**src/rtl/eth_pkg.sv**
```systemverilog
// Shared definitions for the Ethernet receive frame stage.
//   - CRC-32 constants (reflected polynomial, init value, good-frame residue)
//   - Ethernet header and minimum payload lengths
//   - receive FSM state encoding
//   - crc32_byte(): one-byte reflected CRC-32 update
package eth_pkg;

  localparam logic [31:0] CRC32_POLY      = 32'hEDB8_8320;
  localparam logic [31:0] CRC32_INIT      = 32'hFFFF_FFFF;
  localparam logic [31:0] CRC32_RESIDUE   = 32'hDEBB_20E3;
  localparam int          ETH_HDR_LEN     = 14;
  localparam int          ETH_MIN_PAYLOAD = 46;

  typedef enum logic [2:0] {
    IDLE,
    PREAMBLE,
    HEADER,
    PAYLOAD,
    DROP
  } rx_state_e;

  // Bits are consumed LSB first, matching wire order.
  function automatic logic [31:0] crc32_byte(input logic [31:0] crc, input logic [7:0] data);
    logic [31:0] c;
    c = crc ^ {24'h0, data};
    for (int i = 0; i < 8; i++) begin
      c = c[0] ? ((c >> 1) ^ CRC32_POLY) : (c >> 1);
    end
    return c;
  endfunction

endpackage

```
**src/rtl/eth_crc32.sv**
```systemverilog
// Running CRC-32 over received bytes.
//   clk, reset   : clock, synchronous active-high reset (loads init value)
//   clr_i        : restart the CRC at the init value
//   en_i         : fold data_i into the CRC this cycle
//   data_i       : byte to fold in
//   crc_o        : current register value
//   crc_upd_o    : register value after folding data_i (combinational)
module eth_crc32
  import eth_pkg::*;
(
  input  logic        clk,
  input  logic        reset,
  input  logic        clr_i,
  input  logic        en_i,
  input  logic [7:0]  data_i,
  output logic [31:0] crc_o,
  output logic [31:0] crc_upd_o
);

  logic [31:0] crc_q;
  logic [31:0] crc_d;

  always_comb begin
    crc_upd_o = crc32_byte(crc_q, data_i);
    crc_d     = crc_q;
    if (clr_i) begin
      crc_d = CRC32_INIT;
    end else if (en_i) begin
      crc_d = crc_upd_o;
    end
  end

  always_ff @(posedge clk) begin
    if (reset) begin
      crc_q <= CRC32_INIT;
    end else begin
      crc_q <= crc_d;
    end
  end

  assign crc_o = crc_q;

endmodule

```
**src/rtl/eth_rx_frame.sv**
```systemverilog
// Ethernet receive frame stage. Strips preamble/SFD, filters on destination
// MAC and EtherType, checks FCS and payload length, and forwards payload
// bytes only (FCS removed) with a per-frame good/bad verdict.
//   clk, reset          : clock, synchronous active-high reset
//   in_vld/in_last/in_data : byte stream from the RMII receiver
//   out_vld/out_data    : payload byte strobe and data
//   out_sof             : marks the first payload byte of a frame
//   out_eof/out_ok      : end-of-frame pulse and its verdict
//   cnt_ok/cnt_bad      : saturating good/bad frame counters
module eth_rx_frame
  import eth_pkg::*;
#(
  parameter logic [47:0] MAC_ADDR     = 48'h02_00_00_00_00_01,
  parameter bit          ACCEPT_BCAST = 1'b1,
  parameter logic [15:0] ETHERTYPE    = 16'h88B5,
  parameter int          MAX_PAYLOAD  = 1500
) (
  input  logic        clk,
  input  logic        reset,
  input  logic        in_vld,
  input  logic        in_last,
  input  logic [7:0]  in_data,
  output logic        out_vld,
  output logic [7:0]  out_data,
  output logic        out_sof,
  output logic        out_eof,
  output logic        out_ok,
  output logic [15:0] cnt_ok,
  output logic [15:0] cnt_bad
);

  localparam logic [10:0]      MAX_LEN = 11'(MAX_PAYLOAD);
  localparam logic [10:0]      MIN_LEN = 11'(ETH_MIN_PAYLOAD);
  localparam logic [3:0]       HDR_END = 4'(ETH_HDR_LEN - 1);
  localparam logic [5:0][7:0]  MAC_B   = MAC_ADDR;  // MAC_B[5] is wire byte 0

  rx_state_e       state_q, state_d;
  logic [3:0]      hdr_idx_q, hdr_idx_d;
  logic            ucast_q, ucast_d;
  logic            bcast_q, bcast_d;
  logic            type_q, type_d;
  logic [3:0][7:0] dly_q, dly_d;      // dly_q[3] is the oldest byte
  logic [2:0]      dly_cnt_q, dly_cnt_d;
  logic [10:0]     len_q, len_d;
  logic            last_prev_q;
  logic            out_vld_q, out_vld_d;
  logic [7:0]      out_data_q, out_data_d;
  logic            out_sof_q, out_sof_d;
  logic            out_eof_q, out_eof_d;
  logic            out_ok_q, out_ok_d;
  logic            eof_pend_q, eof_pend_d;
  logic            ok_pend_q, ok_pend_d;
  logic [15:0]     cnt_ok_q, cnt_ok_d;
  logic [15:0]     cnt_bad_q, cnt_bad_d;

  logic            crc_clr, crc_en;
  logic [31:0]     crc_cur, crc_upd, crc_eff;
  logic            last_first;
  logic            ev_eof, ev_ok, ev_silent_bad, sfd;
  logic            type_fin;
  logic [2:0]      mac_sel;

  eth_crc32 u_crc (
    .clk       (clk),
    .reset     (reset),
    .clr_i     (crc_clr),
    .en_i      (crc_en),
    .data_i    (in_data),
    .crc_o     (crc_cur),
    .crc_upd_o (crc_upd)
  );

  assign last_first = in_last & ~last_prev_q;
  assign mac_sel    = 3'd5 - hdr_idx_q[2:0];
  // A byte arriving together with in_last must be included in the verdict.
  assign crc_eff    = crc_en ? crc_upd : crc_cur;

  always_comb begin
    state_d       = state_q;
    hdr_idx_d     = hdr_idx_q;
    ucast_d       = ucast_q;
    bcast_d       = bcast_q;
    type_d        = type_q;
    dly_d         = dly_q;
    dly_cnt_d     = dly_cnt_q;
    len_d         = len_q;
    out_vld_d     = 1'b0;
    out_data_d    = out_data_q;
    out_sof_d     = 1'b0;
    out_eof_d     = 1'b0;
    out_ok_d      = 1'b0;
    eof_pend_d    = 1'b0;
    ok_pend_d     = 1'b0;
    cnt_ok_d      = cnt_ok_q;
    cnt_bad_d     = cnt_bad_q;
    crc_clr       = 1'b0;
    crc_en        = 1'b0;
    ev_eof        = 1'b0;
    ev_ok         = 1'b0;
    ev_silent_bad = 1'b0;
    sfd           = 1'b0;
    type_fin      = 1'b0;

    // Byte first, end of frame second.
    if (in_vld) begin
      case (state_q)
        IDLE, PREAMBLE: begin
          if (in_data == 8'h55) begin
            state_d = PREAMBLE;
          end else if (in_data == 8'hD5) begin
            sfd = 1'b1;
          end else begin
            state_d = DROP;
          end
        end
        HEADER: begin
          crc_en    = 1'b1;
          hdr_idx_d = hdr_idx_q + 4'd1;
          if (hdr_idx_q < 4'd6) begin
            ucast_d = ucast_q & (in_data == MAC_B[mac_sel]);
            bcast_d = bcast_q & (in_data == 8'hFF);
          end
          if (hdr_idx_q == 4'd12) begin
            type_d = type_q & (in_data == ETHERTYPE[15:8]);
          end
          if (hdr_idx_q == HDR_END) begin
            type_fin = type_q & (in_data == ETHERTYPE[7:0]);
            state_d  = (type_fin && (ucast_q || (ACCEPT_BCAST && bcast_q))) ? PAYLOAD : DROP;
          end
        end
        PAYLOAD: begin
          crc_en = 1'b1;
          dly_d  = {dly_q[2:0], in_data};
          if (dly_cnt_q != 3'd4) begin
            dly_cnt_d = dly_cnt_q + 3'd1;
          end else if (len_q == MAX_LEN) begin
            // Oversize: the byte is withheld and the frame closes as bad.
            ev_eof  = 1'b1;
            state_d = DROP;
          end else begin
            out_vld_d  = 1'b1;
            out_data_d = dly_q[3];
            out_sof_d  = (len_q == 11'd0);
            len_d      = len_q + 11'd1;
          end
        end
        default: ;
      endcase
    end

    if (sfd) begin
      state_d   = HEADER;
      hdr_idx_d = 4'd0;
      ucast_d   = 1'b1;
      bcast_d   = 1'b1;
      type_d    = 1'b1;
      dly_cnt_d = 3'd0;
      len_d     = 11'd0;
      crc_clr   = 1'b1;
    end

    if (last_first) begin
      if (state_d == PAYLOAD) begin
        if (len_d != 11'd0) begin
          ev_eof = 1'b1;
          ev_ok  = (crc_eff == CRC32_RESIDUE) && (len_d >= MIN_LEN);
        end else begin
          ev_silent_bad = 1'b1;
        end
      end
      state_d = IDLE;
    end

    // out_eof may not share a cycle with out_vld; defer it by one clk when
    // the final byte and in_last arrive together (inputs come every 2 clk).
    if (eof_pend_q) begin
      out_eof_d = 1'b1;
      out_ok_d  = ok_pend_q;
    end else if (ev_eof) begin
      if (out_vld_d) begin
        eof_pend_d = 1'b1;
        ok_pend_d  = ev_ok;
      end else begin
        out_eof_d = 1'b1;
        out_ok_d  = ev_ok;
      end
    end

    if (out_eof_d && out_ok_d && (cnt_ok_q != 16'hFFFF)) begin
      cnt_ok_d = cnt_ok_q + 16'd1;
    end
    if (((out_eof_d && !out_ok_d) || ev_silent_bad) && (cnt_bad_q != 16'hFFFF)) begin
      cnt_bad_d = cnt_bad_q + 16'd1;
    end
  end

  always_ff @(posedge clk) begin
    if (reset) begin
      state_q     <= IDLE;
      hdr_idx_q   <= 4'd0;
      ucast_q     <= 1'b0;
      bcast_q     <= 1'b0;
      type_q      <= 1'b0;
      dly_q       <= '0;
      dly_cnt_q   <= 3'd0;
      len_q       <= 11'd0;
      last_prev_q <= 1'b0;
      out_vld_q   <= 1'b0;
      out_data_q  <= 8'h00;
      out_sof_q   <= 1'b0;
      out_eof_q   <= 1'b0;
      out_ok_q    <= 1'b0;
      eof_pend_q  <= 1'b0;
      ok_pend_q   <= 1'b0;
      cnt_ok_q    <= 16'd0;
      cnt_bad_q   <= 16'd0;
    end else begin
      state_q     <= state_d;
      hdr_idx_q   <= hdr_idx_d;
      ucast_q     <= ucast_d;
      bcast_q     <= bcast_d;
      type_q      <= type_d;
      dly_q       <= dly_d;
      dly_cnt_q   <= dly_cnt_d;
      len_q       <= len_d;
      last_prev_q <= in_last;
      out_vld_q   <= out_vld_d;
      out_data_q  <= out_data_d;
      out_sof_q   <= out_sof_d;
      out_eof_q   <= out_eof_d;
      out_ok_q    <= out_ok_d;
      eof_pend_q  <= eof_pend_d;
      ok_pend_q   <= ok_pend_d;
      cnt_ok_q    <= cnt_ok_d;
      cnt_bad_q   <= cnt_bad_d;
    end
  end

  assign out_vld  = out_vld_q;
  assign out_data = out_data_q;
  assign out_sof  = out_sof_q;
  assign out_eof  = out_eof_q;
  assign out_ok   = out_ok_q;
  assign cnt_ok   = cnt_ok_q;
  assign cnt_bad  = cnt_bad_q;

endmodule
```
**config.mk**
```make
export PLATFORM = sky130hd
export DESIGN_NAME = eth_rx_frame
export DESIGN_NICKNAME = d
export VERILOG_FILES = /design/src/rtl/eth_pkg.sv /design/src/rtl/eth_crc32.sv /design/src/rtl/eth_rx_frame.sv
export SDC_FILE = /design/constraint.sdc
export NUM_CORES = 1
export LEC_CHECK = 0
export ABC_AREA = 1
export CORE_MARGIN = 1
export CORE_UTILIZATION = 30
export CTS_CLUSTER_DIAMETER = 80
export DETAILED_ROUTE_END_ITERATION = 6
export DONT_BUFFER_PORTS = 1
export HOLD_SLACK_MARGIN = 0.15
export SYNTH_ARGS = -nofsm -noshare
export SYNTH_HDL_FRONTEND = slang
export SYNTH_SLANG_ARGS = --single-unit
```
**constraint.sdc**
```tcl
create_clock -name clk -period 2.5 [get_ports clk]
set_input_delay 0.25 -clock clk [delete_from_list [all_inputs] [get_ports clk]]
set_output_delay 0.25 -clock clk [all_outputs]
set_load 0.05 [all_outputs]
```
==> results of run 1 <==
per-stage QoR:
stage | cells | worst slack [ns]
2_1_floorplan | 1250 | 0.0495
3_3_place_gp | 1735 | -0.316
3_5_place_dp | 1735 | -0.370
4_1_cts | 1866 | -0.144
5_1_grt | 1880 | -0.415
6_report | 1880 | -0.248
layout make-up:
| cell class | instances | area, µm² | share of cell area (%) |
|---|---|---|---|
| timing repair buffer | 302 | 2620 | 21.4 |
| sequential | 135 | 2720 | 22.3 |
| clock inverter | 14 | 154 | 1.26 |
| inverter | 109 | 419 | 3.43 |
| multi-input combinational | 967 | 5450 | 44.6 |
| clock buffer | 18 | 439 | 3.59 |
| tap | 335 | 419 | 3.43 |
power by group through the flow:
stage / Combinational (mW) / Clock (mW) / Sequential, mW
2_1_floorplan: 0.266 / 0 / 2.21
3_3_place_gp: 0.417 / 0 / 2.21
3_5_place_dp: 0.420 / 0 / 2.21
4_1_cts: 0.473 / 2.61 / 2.16
5_1_grt: 0.588 / 2.70 / 2.16
6_report: 0.540 / 2.56 / 2.16
flip-flops by register name, indices dropped and copies added, names as in the netlist, 3 cells and up:
signal	count
cnt_bad	16
cnt_ok	16
dly_cnt_q	3
dly_q	32
hdr_idx_q	4
len_q	11
out_data	8
state_q	3
u_crc.crc_o	32
critical path, cell delays in order, from the launching register on:
cell	delay, ns
dfxtp_2	0.33
inv_2	0.08
ha_4	0.14
nand2_4	0.05
buf_6	0.12
nor2_4	0.10
nand2_2	0.08
nor2_4	0.13
nand3_2	0.08
nand2_1	0.05
nand2_1	0.05
nand2_2	0.08
nand3_2	0.09
nor2_4	0.19
buf_4	0.15
o21ai_4	0.06
nand3_2	0.12
nor2_4	0.05
nand2_4	0.08
nand3_4	0.09
nand2_8	0.15
buf_8	0.16
nand3_4	0.07
a21oi_2	0.15
layout by cell type (no fill, tap or decap), types with 28 or more instances in the layout:
| master | Yosys | routed |
|---|---|---|
| nand2_1 | 483 | 404 |
| nand3_1 | 110 | 79 |
| nand2_4 | 6 | 32 |
| nand3_2 | 5 | 29 |
| nand2_2 | 35 | 86 |
| nor2_1 | 98 | 79 |
| a21oi_1 | 69 | 51 |
| dfxtp_1 | 135 | 119 |
| dlygate4sd3_1 | 0 | 49 |
| buf_4 | 6 | 221 |
| inv_1 | 90 | 83 |
| a21oi_2 | 10 | 28 |
cells by family after synthesis:
group                    Yosys count  share of synthesized area (%)
flip-flops                       135                           33.9
XOR/XNOR                          32                           3.52
AO/OA/AOI/OAI                    125                           8.72
buffers and inverters            149                           8.18
multiplexers                       1                          0.126
adder cells (fa/ha/maj)           10                           1.57
AND/OR/NAND/NOR                  798                           44.0
per-layer routing:
metal  wire length, µm  share of wire (%)  up-vias  global-route usage (%)
li1                  -                  -     4531                       -
met1             11400                 44     4166                    22.9
met2             12900                 49      181                    33.0
met3              1050                4.0       49                    3.49
met4               746                2.9        0                    7.63
met5                 0                  0        -                       0
path summary, 6_finish.rpt:
| path | endpoint | slack (ns) | cells after the start |
|---|---|---|---|
| worst max-delay path | cnt_bad[9] | -0.25 | 23 |
| worst min-delay path | hdr_idx_q[0] | 0.21 | 4 |
| worst max register to register | cnt_bad[9] | -0.25 | 23 |
| worst min register to register | cnt_ok[11] | 0.50 | 2 |
timing repair:
action,CTS,global route
resized for setup,153,115
hold buffers,48,2
cloned,3,0
endpoints found under the setup margin,32,35
pin swaps,71,81
hold endpoints to repair,76,28
setup buffers,49,13
==> out/results.ini, run 1 <==
[power]
power.density_nw_per_um2=430
p_clk_share_pct=48.6
p_leak_nw=5.57
vdd_drop_max_mv=0.528
p_total_mw=5.26
p_int_mw=3.83
pwr-share-comb_pct=10.3
seqPwrFrac_pct=41.1
netSwitchingFraction_pct=27.2
p_switching_mw=1.43

[layout]
finalNetCount=1554
drive_above_1_share_pct=37.0
fin_area_um2=12200
n_antenna_cell=0
utilization_pct=46.9
syn2layout_area_growth_pct=53.4
fill_cells=2523

[synth]
ys_seq_area_share_pct=33.9
synth_edf_count=0
avgSynthCellArea_um2=6.37
synth.distinct_cells=44
yosysWarnings=0
yosysMostFrequentCell=nand2_1
synth_common_cells=nand2_1 (483), dfxtp_1 (135), nand3_1 (110)
synth-seq-cells=135
syn-cell-area_um2=7970
synth_top_area_share_pct=33.9
synth_top_cell_by_area=dfxtp_1
async_reset_ff_share_pct=0
synth_cells=1250
synth_ff_type=dfxtp_1
ys_top_cells_by_area=dfxtp_1 (34%), nand2_1 (23%), nand3_1 (6.9%), nor2_1 (4.6%), a21oi_1 (4.3%)
synth_fp_nets=1272

[hold_path]
hp-class=in -> reg
min-delay-start=in_vld

[sta]
tns_ns=-6.55
fmax_ghz=0.364
report.final.slew_viol_count=0
hold_viol=0
min_period_ns=2.75
fin_crit_sh_pct=110
setup_slack_ns=-0.248
skew_ns=0.00613
max_slew_margin_pct=48.8
rsz0062_at_grt=yes
timing.hold.ws_ns=0.207
tightest_slew_ns=0.767
setup-violations-final=34

[global_route]
gr-total-overflow=0
grt_start_max_net_pins=70
grt_pass1_vias=8500
grt_usage_pct=19.0
antenna_found_initial=0
grt_pass1_wl_um=40900

[floorplanning]
initial_core_util_pct=30.6
die_w_um=165
rows=59
core_area_um2=26100
io_pins=56
die_h_um=165
die-area_um2=27200

[detailed_routing]
routed_via_density=4.75
routedWlPerCell_um=13.9
routed_wl_um=26100
routed-via-count=8927
final_antenna_net_count=0
drt_iter0_drc=622
drtPass1Iterations=6
drc_errors=0

[clocking]
path_clk_slew_ns=0.06
clock_sinks=135
clk_latency_ns=0.43
cts_buffers=17
cts_htree_levels=4
root_buffer=clkbuf_16
cts_tree=yes
cts_buffer_depth=2

[critical_path]
end_kind=flip-flop
critPathArrivalTime_ns=3.11
crit_start=dly_cnt_q[0]
path_class=reg -> reg
crit_required_ns=2.86
startpoint_type=flip-flop
path_max_fanout=7
reg2reg_from=dly_cnt_q[0]

[placed_design]
hpwl_um=17200
gp_congestion=0.898
dpl_cell_area_um2=9640
io_buffers=0

[run_status]
status=finished, violations left
violations=setup timing

[job]
maxCapViolations=0

Power figures use the tool's default switching activity.
==> run 2: changes to the inputs <==
--- a/config.mk
+++ b/config.mk
@@ -6,7 +6,6 @@
 export NUM_CORES = 1
 export LEC_CHECK = 0
 export ABC_AREA = 1
-export CORE_MARGIN = 1
 export CORE_UTILIZATION = 30
 export CTS_CLUSTER_DIAMETER = 80
 export DETAILED_ROUTE_END_ITERATION = 6
==> constraint.sdc (replaced) <==
create_clock -name clk -period 2.2 [get_ports clk]
set_input_delay 0.22 -clock clk [delete_from_list [all_inputs] [get_ports clk]]
set_output_delay 0.22 -clock clk [all_outputs]
set_load 0.05 [all_outputs]
==> run 2 against run 1 <==
First-iteration DRC count fell by 18%. Global-route usage fell by 0.37 points. Fmax rose by 2.8%. The flow finishes with violations (hold timing, setup timing). Critical path depth fell by 3. Clock power rose by 16%. Clock skew rose by 0.0076 ns. Register-to-register slack got worse by 0.23 ns.
==> out/results.ini, run 2 (synthesized netlist as in run 1, its figures left out) <==
[clocking]
cts_htree_levels=4
clk_latency_ns=0.43
cts_tree=yes
cts_buffer_depth=2
cts_buffers=17
cts_hold_buf=46
clock_sinks=135
path_clk_slew_ns=0.07
root_buffer=clkbuf_16

[global_route]
grt_usage_pct=18.6
gr-total-overflow=0
antenna_found_initial=0
grt_pass1_wl_um=39900
grt_pass1_vias=8169
grt_start_max_net_pins=70

[critical_path]
path_class=reg -> reg
reg2reg_depth=20
r2r-end=cnt_bad[13]
crit_chain=inv_2, nand2_4, nor2_4, buf_12, buf_4, buf_4, nand2_1, o21ai_2, nand2_1, nor2_2, nand2_1, nor2_2, nand3_2, nor2_4, nand2_4, nand3_4, nand2_8, nand2_8, nand2_1, a21oi_1
reg2reg_from=state_q[2]
r2r_slack_ns=-0.47
critPathArrivalTime_ns=3.04
crit_required_ns=2.56
critPathSlowestCell=dfxtp_2
startpoint_type=flip-flop
path_max_fanout=8
end_kind=flip-flop
crit_path_frequent_cell=nand2_1
max_stage_delay_ns=0.33

[sta]
fin_crit_sh_pct=122
max_slew_margin_pct=60.2
report.final.slew_viol_count=0
setup-violations-final=36
hold_viol=34
timing.hold.ws_ns=-0.135
skew_ns=0.0137
fmax_ghz=0.374
rsz0062_at_grt=yes
min_period_ns=2.67
tns_ns=-14.78
tightest_slew_ns=0.596
setup_slack_ns=-0.474

[hold_path]
min-delay-start=reset
hp-class=in -> reg
hold_path_end=out_eof
hold_depth=1

[floorplanning]
die_h_um=165
rows=59
core_area_um2=26100
die_w_um=165
initial_core_util_pct=30.6
io_pins=56
die-area_um2=27200

[layout]
layout_common_cells=nand2_1 (448), buf_4 (239), dfxtp_1 (120), inv_1 (82), nor2_1 (82)
finalNetCount=1546
fin_area_um2=11900
final_common_cell=nand2_1
drive_above_1_share_pct=33.4
stdcell_count=1872
n_antenna_cell=0
syn2layout_area_growth_pct=48.9
utilization_pct=45.5

[job]
maxCapViolations=0

[placed_design]
io_buffers=0
dp.cells=1764
hpwl_um=17500
pre_cts_ws_ns=-0.671
dpl_cell_area_um2=9940
gp_congestion=0.942

[power]
power.density_nw_per_um2=503
p_leak_nw=5.49
vdd_drop_max_mv=0.526
p_total_mw=5.96

[detailed_routing]
drc_errors=0
drtPass1Iterations=5
routed_wl_um=25000
drt_iter0_drc=510
routed_via_density=4.70
routed-via-count=8798
final_antenna_net_count=0
routedWlPerCell_um=13.3

[run_status]
violations=hold timing, setup timing
status=finished, violations left

[run 2: changes by cell type in the layout (fill, tap and decap cells not counted), sizes merged]
cell         previous run  this run
buf                   252       249
clkbuf                 18        17
clkinvlp                0         1
dlygate4sd3            49        44
[run 2: critical path, delay by kind of cell, from the launching register on]
kind            cells  cell delay (ns)
flops               1             0.33
compound gates      2             0.25
buf+inv             4             0.50
simple gates       14             1.52
[run 2: what timing repair did]
action | in CTS | in global routing
gates resized for setup | 89 | 70
gates cloned | 3 | 0
buffers inserted | 18 | 12
endpoints found under the hold margin | 80 | 34
pin swaps | 44 | 34
endpoints found under the setup margin | 34 | 62
[run 2: worst max path at each step]
| stage | from | endpoint | cells after the start | slack [ns] |
|---|---|---|---|---|
| 6_report | state_q[2] | cnt_bad[13] | 20 | -0.47 |
| 3_3_place_gp | u_crc.crc_o[0] | cnt_bad[1] | 22 | -0.64 |
| 5_1_grt | len_q[0] | cnt_bad[1] | 22 | -0.65 |
| 2_1_floorplan | len_q[0] | cnt_bad[11] | 23 | -0.16 |
| 3_5_place_dp | u_crc.crc_o[1] | cnt_bad[1] | 22 | -0.67 |
| 4_1_cts | len_q[0] | cnt_bad[7] | 22 | -0.45 |
[run 2: area by class of cell]
type,count,area (µm²)
tap,335,419
sequential,135,2720
clock buffer,17,425
clock inverter,15,174
fill,2556,14200
multi-input combinational,967,5260
timing repair buffer,294,2430
inverter,109,430
[run 2: metal layers]
layer	up-vias	part of all wire, %	track usage (%)
li1	4518	-	-
met1	4078	45	22.9
met2	167	49	32.3
met3	35	4.2	3.37
met4	0	2.0	6.26
met5	-	0	0
[run 2: where the power goes]
| group | internal, mW | total, mW | switching [mW] | leakage [nW] |
|---|---|---|---|---|
| combinational | 0.227 | 0.545 | 0.319 | 4.11 |
| sequential | 2.45 | 2.45 | 0.00406 | 1.09 |
| clock | 1.63 | 2.96 | 1.33 | 0.294 |
